--- src/rtl/alu_pkg.sv ---
// Shared opcode encoding, default width and status-flag bundle for the ALU.
package alu_pkg;

    localparam int ALU_WIDTH_DEFAULT = 16;

    typedef enum logic [3:0] {
        OP_ADD   = 4'd0,
        OP_SUB   = 4'd1,
        OP_AND   = 4'd2,
        OP_OR    = 4'd3,
        OP_XOR   = 4'd4,
        OP_NOT   = 4'd5,
        OP_SHL   = 4'd6,
        OP_SHR   = 4'd7,
        OP_SRA   = 4'd8,
        OP_SLT   = 4'd9,
        OP_SLTU  = 4'd10,
        OP_PASSB = 4'd11
    } alu_op_e;

    typedef struct packed {
        logic zero;
        logic neg;
        logic carry;
        logic ovf;
        logic err;
    } alu_flags_t;

    // Encodings 12..15 are reserved and report an error beat.
    function automatic logic alu_is_legal(input logic [3:0] op);
        return op <= 4'd11;
    endfunction

endpackage

--- src/rtl/alu_datapath.sv ---
// Combinational ALU: computes result and status flags for one opcode/operand set.
module alu_datapath
    import alu_pkg::*;
#(
    parameter int WIDTH = ALU_WIDTH_DEFAULT
) (
    input  logic [3:0]       op,
    input  logic [WIDTH-1:0] a,
    input  logic [WIDTH-1:0] b,
    output logic [WIDTH-1:0] result,
    output alu_flags_t       flags
);

    localparam int SH_W = $clog2(WIDTH);

    logic [SH_W-1:0]         shamt;
    logic [WIDTH:0]          sum;
    logic [WIDTH:0]          diff;
    logic [WIDTH:0]          shl_ext;
    logic [WIDTH:0]          shr_ext;
    logic signed [WIDTH:0]   sra_ext;
    logic signed [WIDTH-1:0] a_s;
    logic signed [WIDTH-1:0] b_s;
    logic [WIDTH-1:0]        res;
    logic                    carry;
    logic                    ovf;
    logic                    err;
    alu_op_e                 op_e;

    function automatic logic add_ovf(input logic [WIDTH-1:0] x, input logic [WIDTH-1:0] y,
                                     input logic [WIDTH-1:0] s);
        return (x[WIDTH-1] == y[WIDTH-1]) && (s[WIDTH-1] != x[WIDTH-1]);
    endfunction

    function automatic logic sub_ovf(input logic [WIDTH-1:0] x, input logic [WIDTH-1:0] y,
                                     input logic [WIDTH-1:0] d);
        return (x[WIDTH-1] != y[WIDTH-1]) && (d[WIDTH-1] != x[WIDTH-1]);
    endfunction

    assign op_e  = alu_op_e'(op);
    assign shamt = b[SH_W-1:0];
    assign a_s   = a;
    assign b_s   = b;

    // One guard bit beyond the operand catches carry/borrow and the shifted-out bit.
    assign sum     = {1'b0, a} + {1'b0, b};
    assign diff    = {1'b0, a} - {1'b0, b};
    assign shl_ext = {1'b0, a} << shamt;
    assign shr_ext = {a, 1'b0} >> shamt;
    assign sra_ext = $signed({a, 1'b0}) >>> shamt;

    always_comb begin
        res   = '0;
        carry = 1'b0;
        ovf   = 1'b0;
        err   = !alu_is_legal(op);
        case (op_e)
            OP_ADD: begin
                res   = sum[WIDTH-1:0];
                carry = sum[WIDTH];
                ovf   = add_ovf(a, b, sum[WIDTH-1:0]);
            end
            OP_SUB: begin
                res   = diff[WIDTH-1:0];
                carry = diff[WIDTH];
                ovf   = sub_ovf(a, b, diff[WIDTH-1:0]);
            end
            OP_AND:   res = a & b;
            OP_OR:    res = a | b;
            OP_XOR:   res = a ^ b;
            OP_NOT:   res = ~a;
            OP_SHL: begin
                res   = shl_ext[WIDTH-1:0];
                carry = shl_ext[WIDTH];
            end
            OP_SHR: begin
                res   = shr_ext[WIDTH:1];
                carry = shr_ext[0];
            end
            OP_SRA: begin
                res   = sra_ext[WIDTH:1];
                carry = sra_ext[0];
            end
            OP_SLT:   res = {{(WIDTH-1){1'b0}}, (a_s < b_s)};
            OP_SLTU:  res = {{(WIDTH-1){1'b0}}, (a < b)};
            OP_PASSB: res = b;
            default:  res = '0;
        endcase
    end

    assign result      = res;
    assign flags.zero  = !err && (res == '0);
    assign flags.neg   = res[WIDTH-1];
    assign flags.carry = carry;
    assign flags.ovf   = ovf;
    assign flags.err   = err;

endmodule

--- src/rtl/alu_core.sv ---
// Registered ALU with valid/ready request and result channels; one op per cycle.
module alu_core
    import alu_pkg::*;
#(
    parameter int WIDTH = ALU_WIDTH_DEFAULT
) (
    input  logic             clk,
    input  logic             reset,
    input  logic             in_valid,
    output logic             in_ready,
    input  logic [3:0]       in_op,
    input  logic [WIDTH-1:0] in_a,
    input  logic [WIDTH-1:0] in_b,
    output logic             out_valid,
    input  logic             out_ready,
    output logic [WIDTH-1:0] out_result,
    output logic             out_zero,
    output logic             out_neg,
    output logic             out_carry,
    output logic             out_ovf,
    output logic             out_err
);

    logic [WIDTH-1:0] result_p0;
    alu_flags_t       flags_p0;
    logic [WIDTH-1:0] result_p1;
    alu_flags_t       flags_p1;
    logic             vld_p1;
    logic             accept;

    // Stage 0: combinational compute on the request channel
    alu_datapath #(
        .WIDTH (WIDTH)
    ) u_datapath (
        .op     (in_op),
        .a      (in_a),
        .b      (in_b),
        .result (result_p0),
        .flags  (flags_p0)
    );

    assign in_ready = !vld_p1 || out_ready;
    assign accept   = in_valid && in_ready;

    // Stage 1: output register; data holds on drain, only valid drops
    always_ff @(posedge clk or negedge reset) begin
        if (!reset) begin
            vld_p1    <= 1'b0;
            result_p1 <= '0;
            flags_p1  <= '0;
        end else if (accept) begin
            vld_p1    <= 1'b1;
            result_p1 <= result_p0;
            flags_p1  <= flags_p0;
        end else if (out_ready) begin
            vld_p1    <= 1'b0;
        end
    end

    assign out_valid  = vld_p1;
    assign out_result = result_p1;
    assign out_zero   = flags_p1.zero;
    assign out_neg    = flags_p1.neg;
    assign out_carry  = flags_p1.carry;
    assign out_ovf    = flags_p1.ovf;
    assign out_err    = flags_p1.err;

endmodule

--- config.mk ---
export PLATFORM = sky130hd
export DESIGN_NAME = alu_core
export DESIGN_NICKNAME = d
export VERILOG_FILES = /design/src/rtl/alu_pkg.sv /design/src/rtl/alu_datapath.sv /design/src/rtl/alu_core.sv
export SDC_FILE = /design/constraint.sdc
export NUM_CORES = 1
export LEC_CHECK = 0
export ABC_AREA = 0
export CORE_ASPECT_RATIO = 1.1
export CORE_MARGIN = 2
export CORE_UTILIZATION = 53
export CTS_CLUSTER_DIAMETER = 30
export DETAILED_ROUTE_END_ITERATION = 8
export PLACE_DENSITY = 0.84
export SYNTH_ARGS = -nofsm -noshare
export SYNTH_HDL_FRONTEND = slang
export SYNTH_SLANG_ARGS = --single-unit
--- constraint.sdc ---
create_clock -name clk -period 1.9 [get_ports clk]
set_input_delay 0.38 -clock clk [delete_from_list [all_inputs] [get_ports clk]]
set_output_delay 0.38 -clock clk [all_outputs]
set_load 0.02 [all_outputs]
==> results of run 1 <==
-- repair_timing --
item                       in CTS
hold endpoints to repair        0
gates resized for setup       295
setup buffers                  37
setup endpoints to repair      20
cloned                          3
pin swaps                      97
-- Yosys cell counts, types with 11 or more instances --
| cell | instances |
|---|---|
| a21oi_1 | 62 |
| o211ai_1 | 14 |
| inv_1 | 50 |
| ha_1 | 54 |
| mux2i_1 | 19 |
| o22ai_1 | 15 |
| nor2_1 | 69 |
| clkbuf_1 | 22 |
| nor3_1 | 28 |
| nand2b_1 | 14 |
| a211oi_1 | 16 |
| o21ai_0 | 57 |
| nand3_1 | 16 |
| dfrtp_1 | 21 |
| buf_2 | 16 |
| xnor2_1 | 11 |
| nand2_1 | 67 |
| a31oi_1 | 13 |
-- logic make-up after synthesis --
kind of cell,count (synthesis),share of synthesized area
buf+inv,106,0.0863
fa+ha+maj,56,0.132
compound gates,257,0.312
flops,21,0.0971
mux,44,0.120
simple gates,254,0.231
xor+xnor,13,0.0210
-- metrics by stage --
step | cells | cell area [um2]
2_1_floorplan | 751 | 5630
3_3_place_gp | 1155 | 8150
3_5_place_dp | 1155 | 8150
4_1_cts | 1189 | 9300
-- metal layers --
metal | track usage | GRT overflow
met5 | 0.188 | 0
met4 | 0.908 | 64
met3 | 0.632 | 3
met2 | 1.00 | 102
met1 | 0.778 | 4
==> results.ini, run 1 <==
[run_status]
status = aborted with a tool error
lastStage = 5_1_grt
error_line = [ERROR GRT-0116] Global routing finished with congestion. Check the congestion regions in the DRC Viewer.

[global_routing]
grt_pass1_vias = 11067
grt_max_degree = 32
grt_overflow = 173
grt_pass1_wl_mm = 68.2
gr-usage-all-layers = 0.811

[clocking]
root_buffer = clkbuf_8
cts.sinks = 21
cts_inserted_buffers = 3
cts_hold_buf = 0
cts_buffer_depth = 2
htree_levels = 1

[synth]
synthTopCellsByArea = ha_1, dfrtp_1, a21oi_1, o21ai_0, nor2_1
yosysWarningCount = 0
yosys_most_used_dff = dfrtp_1
synth_edf_count = 0
synth-seq-cells = 21
yosys.area.top_type = ha_1
synthArstFlopShare = 1.00
synth_area_um2 = 5410
yosysUniqueCellTypes = 80
yosysTopAreaCellShare = 0.125
synth_nets = 847
syn_area_per_cell_um2 = 7.20
ys_seq_area_frac = 0.0971
synthCells = 751

[place]
routabilityCongestion = 1.28
hpwlAfterDp_mm = 22.1
io_buffers = 62
pre_cts_ws_ns = -1.98

[die]
die_x_um = 100
io_pins = 63
rows = 38
initial_utilization = 0.547
die_h_um = 110

==> inputs of run 2 (changes only) <==
- CORE_ASPECT_RATIO: 1.1 -> not set
- CORE_UTILIZATION: 53 -> 40
- CTS_CLUSTER_DIAMETER: 30 -> not set
- PLACE_DENSITY: 0.84 -> not set
- PLACE_DENSITY_LB_ADDON: not set -> 0.15
- clock period: 1.9 -> 2.5 ns (I/O delays scaled with it)
==> run 2 against run 1 <==
The flow now finishes, with violations (negative setup slack). Synthesized area is the same. Synthesized cell count stayed put.
==> results.ini, run 2 <==
[sta]
skew_ns = 0.00398
max_slew.worst_pin.slew_ns = 0.705
whs_ns = 0.483
post-route-min-period_ns = 3.13
slew-limit-headroom = 0.526
setup_ws_ns = -0.628
finalHoldViolations = 0
maxSlewViolCount = 0
min_period_over_period = 1.25
fmax_ghz = 0.320
setup_viol = 14
rsz0062_at_grt = true

[power_and_ir_drop]
vdd_drop_max_mv = 0.217
total_power_mw = 3.01
p_leak_nw = 4.24
p_per_area_nw_per_um2 = 316

[die]
core_um2 = 13200
die-area_um2 = 14500
initial_utilization = 0.409
io_pins = 63
die_x_um = 120
rows = 42
die_h_um = 120

[clocking]
cts.sinks = 21
insertion_delay_ns = 0.25
root_buffer = clkbuf_16
cts_inserted_buffers = 3
clk_pin_slew_ns = 0.06
cts_buffer_depth = 2
htree_levels = 1
tritoncts = yes

[synth]
yosys.area_share.adder = 0.132
yosysTopAreaCellShare = 0.125
synthCells = 751
synth.top_cells.by_count = nor2_1, nand2_1, a21oi_1, o21ai_0, ha_1
synth_area_um2 = 5410
yosys.cell_count.top_type = nor2_1
yosys_most_used_dff = dfrtp_1
synthTopCellsByArea = ha_1, dfrtp_1, a21oi_1, o21ai_0, nor2_1
synthArstFlopShare = 1.00
synth_top_family_by_area = compound AO/OA/AOI/OAI gates
synth.area.mux_share = 0.120
ys_seq_area_frac = 0.0971
yosys.area.top_type = ha_1
synth_edf_count = 0
yosys.area_share.simple = 0.231
synth_xor_area_frac = 0.0210
synth-seq-cells = 21
synth-compound-area-share = 0.312
yosysUniqueCellTypes = 80
yosysWarningCount = 0
syn_area_per_cell_um2 = 7.20
synth_nets = 847

[critical_path]
arrival_ns = 3.28
timing.rr.start = out_valid
worstSetupPathType = in2reg
r2r_cells = 7
worstPathRequired_ns = 2.65
path_max_fanout = 3
path_cells = buf_8 > inv_4 > ha_4 > fa_2 > or2_4 > a211oi_1 > o21bai_1 > xnor2_1 > a211oi_2 > nand4_1 > nor4_2 > nand4b_1 > o41ai_2
end_kind = flop
max_stage_delay_ns = 0.38
rr_endpoint = out_zero
reg2reg_slack_ns = 0.40
slowest_stage = fa_2
worst_setup_path_start_kind = primary input

[place]
pre_cts_ws_ns = -1.47
hpwlAfterDp_mm = 21.6
io_buffers = 62
routabilityCongestion = 1.08

[global_routing]
antenna_found_initial = 0
grt_pass1_vias = 7715
grt_pass1_wl_mm = 43.1
grt_overflow = 0
gr-usage-all-layers = 0.383
grt_max_degree = 31

[run_status]
status = complete, but fails checks
violations = negative setup slack

[hold_path]
worstHoldStart = out_result[4]
whs_endpoint = out_result[4]
worstHoldPathType = reg2reg
holdPathStages = 2

[finish]
area_growth_pct = 76.4
fin_nets = 1186
diodes = 0
layout_commonest_cell = buf_4
num-fill-cells = 1006
largest_register_ffs = 16
final_cell_mix = buf_4, nand2_1, nor2_1, a21oi_1, buf_6
drive_above_1_share = 0.487

[route]
drt_iter0_drc = 957
postRouteAntennaNets = 0
drt_wl_total_mm = 29.0
vias = 7835
drt-vias-per-instance = 6.19
drc = 0
drt_first_pass_iters = 8
routedWlPerCell_um = 22.9

[job]
maxCapViolCount = 0

[run 2: cell counts after synthesis]
No cell type changed its count.
[run 2: worst max-delay path, delay by kind of cell]
family | cells | cell delay (ns)
AOI/OAI and AO/OA | 4 | 0.99
and+or+nand+nor | 4 | 0.98
adders and majority gates | 2 | 0.53
xor gates and xnor gates | 1 | 0.14
buffers and inverters | 2 | 0.13
[run 2: layout make-up]
| class | count | area, um2 | area share |
|---|---|---|---|
| multi-input combinational | 624 | 5280 | 0.553 |
| timing repair buffer | 389 | 3210 | 0.336 |
| clock buffer | 3 | 75.1 | 0.00786 |
| tap | 176 | 220 | 0.0231 |
| sequential | 21 | 526 | 0.0551 |
| clock inverter | 1 | 5.00 | 0.000524 |
| inverter | 51 | 226 | 0.0237 |
[run 2: cells by family after synthesis]
kind of cell | after synthesis
DFF | 21
xor gates and xnor gates | 13
and+or+nand+nor | 254
adders and majority gates | 56
AOI/OAI and AO/OA | 257
buffers and inverters | 106
muxes | 44
[run 2: routing by layer]
metal	up-vias	GRT usage	share of wire	routed length, um
met1	3709	0.488	0.39	11400
met5	-	0	0	0
met3	139	0.0627	0.091	2640
met4	0	0.168	0.057	1640
li1	3454	-	-	-
met2	533	0.636	0.46	13300
[run 2: through the flow]
stage                     std cells  cell area, um2  utilization  TNS, ns
after floorplan                 751            5610            -    -2.75
after global placement         1219            8280        0.625   -19.22
after detailed placement       1219            8280        0.625   -19.59
after CTS                      1260            9260        0.700    -3.47
after global routing           1265            9550        0.721    -5.19
final                          1265            9550        0.721    -4.12
[run 2: worst max path at each step]
stage                         from  endpoint  slack, ns  cells past startpoint
final                      in_a[0]  out_zero      -0.63                     13
after global routing      in_b[14]  out_zero      -0.72                     11
after CTS                  in_a[0]  out_zero      -0.51                     13
after detailed placement   in_a[0]  out_zero      -1.47                     13
after global placement     in_a[0]  out_zero      -1.37                     13
after floorplan            in_b[1]  out_zero      -0.58                     14
[run 2: repair_timing]
item / in CTS / in global routing
gates resized for setup: 257 / 80
hold buffers: 0 / 0
endpoints found under the setup margin: 19 / 18
buffers inserted: 45 / 9
pin swaps: 82 / 46
[run 2: power breakdown]
group	switching (mW)	internal [mW]
Combinational	1.16	1.09
Sequential	0.0304	0.397
Clock	0.121	0.215
Note: power is estimated with default switching activity, not from simulation.
